===== src/rtl/hub75_line_shifter.sv =====
// hub75_line_shifter: reads one line of pixel words from the line buffer,
// picks one bit-plane per colour channel and shifts the columns out on the
// HUB75 data/clock pins (one column every two cycles).
module hub75_line_shifter #(
  parameter int N_BANKS     = 2,
  parameter int N_CHANS     = 3,
  parameter int N_PLANES    = 8,
  parameter int N_COLS      = 64,
  parameter int ADDR_WIDTH  = 6,
  parameter int PLANE_WIDTH = 3
) (
  input  logic                                clk,
  input  logic                                rst_n,
  input  logic [PLANE_WIDTH-1:0]              ctrl_plane,
  input  logic                                ctrl_go,
  output logic                                ctrl_rdy,
  output logic                                ctrl_done,
  output logic [ADDR_WIDTH-1:0]               buf_rd_addr,
  output logic                                buf_rd_ena,
  input  logic [N_BANKS*N_CHANS*N_PLANES-1:0] buf_rd_data,
  output logic [N_BANKS*N_CHANS-1:0]          phy_data,
  output logic                                phy_clk
);

  localparam int NL = N_BANKS * N_CHANS;

  typedef enum logic [1:0] {IDLE, SHIFT, FLUSH} state_e;

  state_e                  state_q, state_d;
  logic [PLANE_WIDTH-1:0]  plane_q, plane_d;
  logic [ADDR_WIDTH-1:0]   addr_q, addr_d;
  logic [ADDR_WIDTH-1:0]   col_nxt;
  logic                    ena_q, ena_d;
  logic                    phase_q, phase_d;
  logic                    done_q, done_d;
  // vld_pipe[0]: read data valid this cycle; vld_pipe[1]: column on pins, raise clock next
  logic [1:0]              vld_pipe_q, vld_pipe_d;
  logic [NL-1:0]           phy_data_q, phy_data_d;
  logic                    phy_clk_q, phy_clk_d;
  logic [NL-1:0]           plane_bits;

  assign col_nxt = addr_q + ADDR_WIDTH'(1);

  // Control FSM: accept, one read every other cycle, two-cycle drain, done.
  always_comb begin
    state_d = state_q;
    plane_d = plane_q;
    addr_d  = addr_q;
    ena_d   = 1'b0;
    phase_d = phase_q;
    done_d  = 1'b0;
    case (state_q)
      IDLE: begin
        if (ctrl_go) begin
          state_d = SHIFT;
          plane_d = ctrl_plane;
          addr_d  = '0;
          ena_d   = 1'b1;
          phase_d = 1'b0;
        end
      end
      SHIFT: begin
        // ena_q marks the read cycle; the following cycle decides what comes next
        if (!ena_q) begin
          if (col_nxt == '0) begin
            state_d = FLUSH;
            phase_d = 1'b0;
          end else begin
            addr_d = col_nxt;
            ena_d  = 1'b1;
          end
        end
      end
      FLUSH: begin
        if (!phase_q) begin
          phase_d = 1'b1;
        end else begin
          state_d = IDLE;
          done_d  = 1'b1;
        end
      end
      default: state_d = IDLE;
    endcase
  end

  // Bit-plane extraction; an out-of-range plane selects nothing, giving zeros.
  always_comb begin
    plane_bits = '0;
    for (int i = 0; i < NL; i++) begin
      for (int p = 0; p < N_PLANES; p++) begin
        if (plane_q == PLANE_WIDTH'(p)) plane_bits[i] = buf_rd_data[i*N_PLANES + p];
      end
    end
  end

  // Output pipeline: load data with clock low, raise clock the next cycle.
  always_comb begin
    vld_pipe_d = {vld_pipe_q[0], ena_q};
    phy_clk_d  = vld_pipe_q[1];
    phy_data_d = phy_data_q;
    if (vld_pipe_q[0])  phy_data_d = plane_bits;
    else if (done_d)    phy_data_d = '0;
  end

  // State and output registers.
  always_ff @(posedge clk or negedge rst_n) begin
    if (!rst_n) begin
      state_q    <= IDLE;
      plane_q    <= '0;
      addr_q     <= '0;
      ena_q      <= 1'b0;
      phase_q    <= 1'b0;
      done_q     <= 1'b0;
      vld_pipe_q <= '0;
      phy_data_q <= '0;
      phy_clk_q  <= 1'b0;
    end else begin
      state_q    <= state_d;
      plane_q    <= plane_d;
      addr_q     <= addr_d;
      ena_q      <= ena_d;
      phase_q    <= phase_d;
      done_q     <= done_d;
      vld_pipe_q <= vld_pipe_d;
      phy_data_q <= phy_data_d;
      phy_clk_q  <= phy_clk_d;
    end
  end

  assign ctrl_rdy    = (state_q == IDLE);
  assign ctrl_done   = done_q;
  assign buf_rd_addr = addr_q;
  assign buf_rd_ena  = ena_q;
  assign phy_data    = phy_data_q;
  assign phy_clk     = phy_clk_q;

endmodule

===== config.mk =====
export PLATFORM = sky130hd
export DESIGN_NAME = hub75_line_shifter
export DESIGN_NICKNAME = d
export VERILOG_FILES = /design/src/rtl/hub75_line_shifter.sv
export SDC_FILE = /design/constraint.sdc
export NUM_CORES = 1
export LEC_CHECK = 0
export BUFFER_PORTS_ARGS = -buffer_cell sky130_fd_sc_hd__buf_2
export CORE_AREA = 5 5 82 84
export DETAILED_ROUTE_END_ITERATION = 16
export DIE_AREA = 0 0 87 89
export HOLD_SLACK_MARGIN = 0.12
export PLACE_DENSITY = 0.46
export SLEW_MARGIN = 5
export SYNTH_ARGS = -nofsm -noshare
export SYNTH_HDL_FRONTEND = slang
export SYNTH_SLANG_ARGS = --single-unit

===== constraint.sdc =====
create_clock -name clk -period 2.1 [get_ports clk]
set_input_delay 0.42 -clock clk [delete_from_list [all_inputs] [get_ports clk]]
set_output_delay 0.42 -clock clk [all_outputs]
set_load 0.05 [all_outputs]

==> flow_summary.ini <==
[run_status]
outcome = finished, final reports clean

[timing]
setup_viol_count_final = 0
skew_ns = 0.00279
drv_slew = 0
maxSlewHeadroom = 0.611
worstMarginPinSlew_ns = 0.584
period_needed_ns = 1.55
setup_tns_ns = 0
hold_viol_final = 0
timing.fmax_mhz = 646
fin_crit_sh = 0.737
rsz0062_at_grt = false

[cells_and_area]
finish.instance_area_um2 = 1870
seq_area_um2 = 576
mostFrequentLayoutCell = buf_2
nFillCells = 615
diodes = 0
syn2layout_area_growth_pct = 31.7
final_cell_mix = buf_2, dfrtp_1, nor2_1, nand2_1
nNetsFinal = 251
multi_input_area_um2 = 785
drive_gt1_frac = 0.492

[power]
powerDensity_nw_per_um2 = 1580
irDropWorstVdd_mv = 0.557
power_leakage_uw = 0.000879

[die]
dieArea_um2 = 7740
start_util = 0.243
die_width_um = 87
rows = 28
io_pins = 70
core_area_um2 = 5850
die_h_um = 89

[grt]
first_global_vias = 1225
grt.overflow.total = 0
grt_max_degree = 24
top_usage_layer = met2
gr-usage-met1 = 0.129
met3_usage = 0.0157
grt_pass1_wl_mm = 6.04
use_met2 = 0.161
grt_antenna_before_repair = 0
gr-usage-all-layers = 0.0987

[synthesis]
synth_cell_type_count = 38
syn_nets = 183
ys_ff_latch = 23
synth_ff_type = dfrtp_1
synth_edf_count = 0
synth_mux_area_frac = 0.201
yosysWarnings = 0
avgSynthCellArea_um2 = 11.1
synth_top_family_by_area = multiplexers
synth_compound_gate_area_share = 0.152
synth_xor_area_frac = 0.0123
synth.area.top_cells = dfrtp_1, mux4_2, mux2_2, mux2i_1, nand2b_1
yosysSeqAreaShare = 0.406
synth_cells = 128
synth_top_area_frac = 0.406
synth-simple-area-share = 0.179
synthArstFlopShare = 1.00
synth_fa_ha_area_frac = 0.00882
yosysTopAreaCell = dfrtp_1
synth_area_um2 = 1420

[clock_network]
ctsResizeCount = 0
clock-root-buffer = clkbuf_8
cts_tree = built
hold_buffers = 0
clk_path_buf_depth = 2
clkLatencyLatePin_ns = 0.27
numCtsBuffers = 3
htree_levels = 1
post_cts_buffers = 0
clock-sinks = 23
cts.clk_slew.worst_paths_ns = 0.08

[route]
final_antenna_net_count = 0
first_pass_iters = 3
drt_iter0_drc = 62
drc = 0
post_drt_wl_per_cell_um = 14.3
viasPerCell = 4.63
vias = 1251
finalWirelength_mm = 3.87

[worst_setup_path]
cp.arrival_ns = 1.75
worstPathMaxFanout = 6
critical_path.endpoint_type = flop
critPathRequiredTime_ns = 2.30
crit_type = flop to flop
startpoint_type = flop

[worst_hold_path]
hp-class = primary input to asynchronous set/reset pin

[flow_run]
drv_cap = 0

[placement]
post-dp-hpwl_mm = 3.10
place_area_um2 = 1820
io_buffer_count = 69
gp_congestion = 0.691
## cells in the mapped netlist (all sizes together) (2+ instances only)
cell,number
clkbuf,3
a311oi,4
inv,2
and2b,2
a22oi,2
buf,5
nand3b,2
nor3,3
a21oi,5
mux4,6
nand2b,7
mux2,8
o211ai,5
nand3,4
nand2,10
nor2,10
xnor2,2
mux2i,6
dfrtp,23
o221ai,4
## sequential cells by signal, summed over array words and instances (netlist names)
signal	cells
plane_q	3
phy_data	6
ctrl_done	1
phase_q	1
phy_clk	1
buf_rd_addr	6
vld_pipe_q	2
buf_rd_ena	1
state_q	2
## path summary, 6_finish.rpt
| path | depth (start not counted) | from | to | slack, ns |
|---|---|---|---|---|
| min reg2reg | 0 | vld_pipe_q[1]$_DFF_PN0_ | phy_clk$_DFF_PN0_ | 0.35 |
| max | 4 | buf_rd_addr[1]$_DFFE_PN0P_ | buf_rd_addr[5]$_DFFE_PN0P_ | 0.55 |
| max reg2reg | 4 | buf_rd_addr[1]$_DFFE_PN0P_ | buf_rd_addr[5]$_DFFE_PN0P_ | 0.55 |
| min in group clk | 0 | vld_pipe_q[1]$_DFF_PN0_ | phy_clk$_DFF_PN0_ | 0.35 |
| min | 1 | rst_n | buf_rd_addr[3]$_DFFE_PN0P_ | 0.12 |
| max in group asynchronous | 1 | rst_n | phy_data[3]$_DFFE_PN0P_ | 1.63 |
## critical path, cell delays in order (launching register included)
cell and delay [ns]:
dfrtp_1 0.45, a2111oi_2 0.41, a31oi_2 0.13, o21bai_4 0.27, mux2i_1 0.21
## per-stage QoR
| step | instances | hold slack (ns) | power (uW) | util | setup WS, ns |
|---|---|---|---|---|---|
| 3_3_place_gp | 266 | 0.332 | 2720 | 0.311 | 0.583 |
| 5_1_grt | 270 | 0.174 | 3190 | 0.319 | 0.383 |
| 2_1_floorplan | 128 | 0.124 | 2320 | - | 0.402 |
| 6_report | 270 | 0.120 | 2960 | 0.319 | 0.552 |
| 4_1_cts | 270 | 0.141 | 3010 | 0.319 | 0.530 |
| 3_5_place_dp | 266 | 0.336 | 2720 | 0.311 | 0.545 |
## layout make-up
type	instances	share of cell area
well taps	75	0.0502
inverters	2	0.00402
clock buffers	3	0.0221
clock inverters	1	0.00268
flip-flops and latches	23	0.308
repair buffers	71	0.193
multi-input cells	95	0.420
## where the power goes
| part | switching [uW] | leakage [uW] | internal, uW |
|---|---|---|---|
| Combinational | 1010 | 0.000580 | 699 |
| Clock | 148 | 0.0000255 | 133 |
| Sequential | 325 | 0.000274 | 649 |
## layer usage
layer  wire, um  share of wire  vias to the layer above
met3        165          0.043                        4
met1       1670           0.43                      603
met5          0              0                        -
li1           -              -                      619
met4         66          0.017                        0
met2       1970           0.51                       25
## cells by family after synthesis
kind of cell / count (synthesis)
AOI/OAI and AO/OA: 26
and+or+nand+nor: 46
adders and majority gates: 1
muxes: 20
buffers and inverters: 10
xor gates and xnor gates: 2
DFF: 23
(Power assumes the default switching activity.)
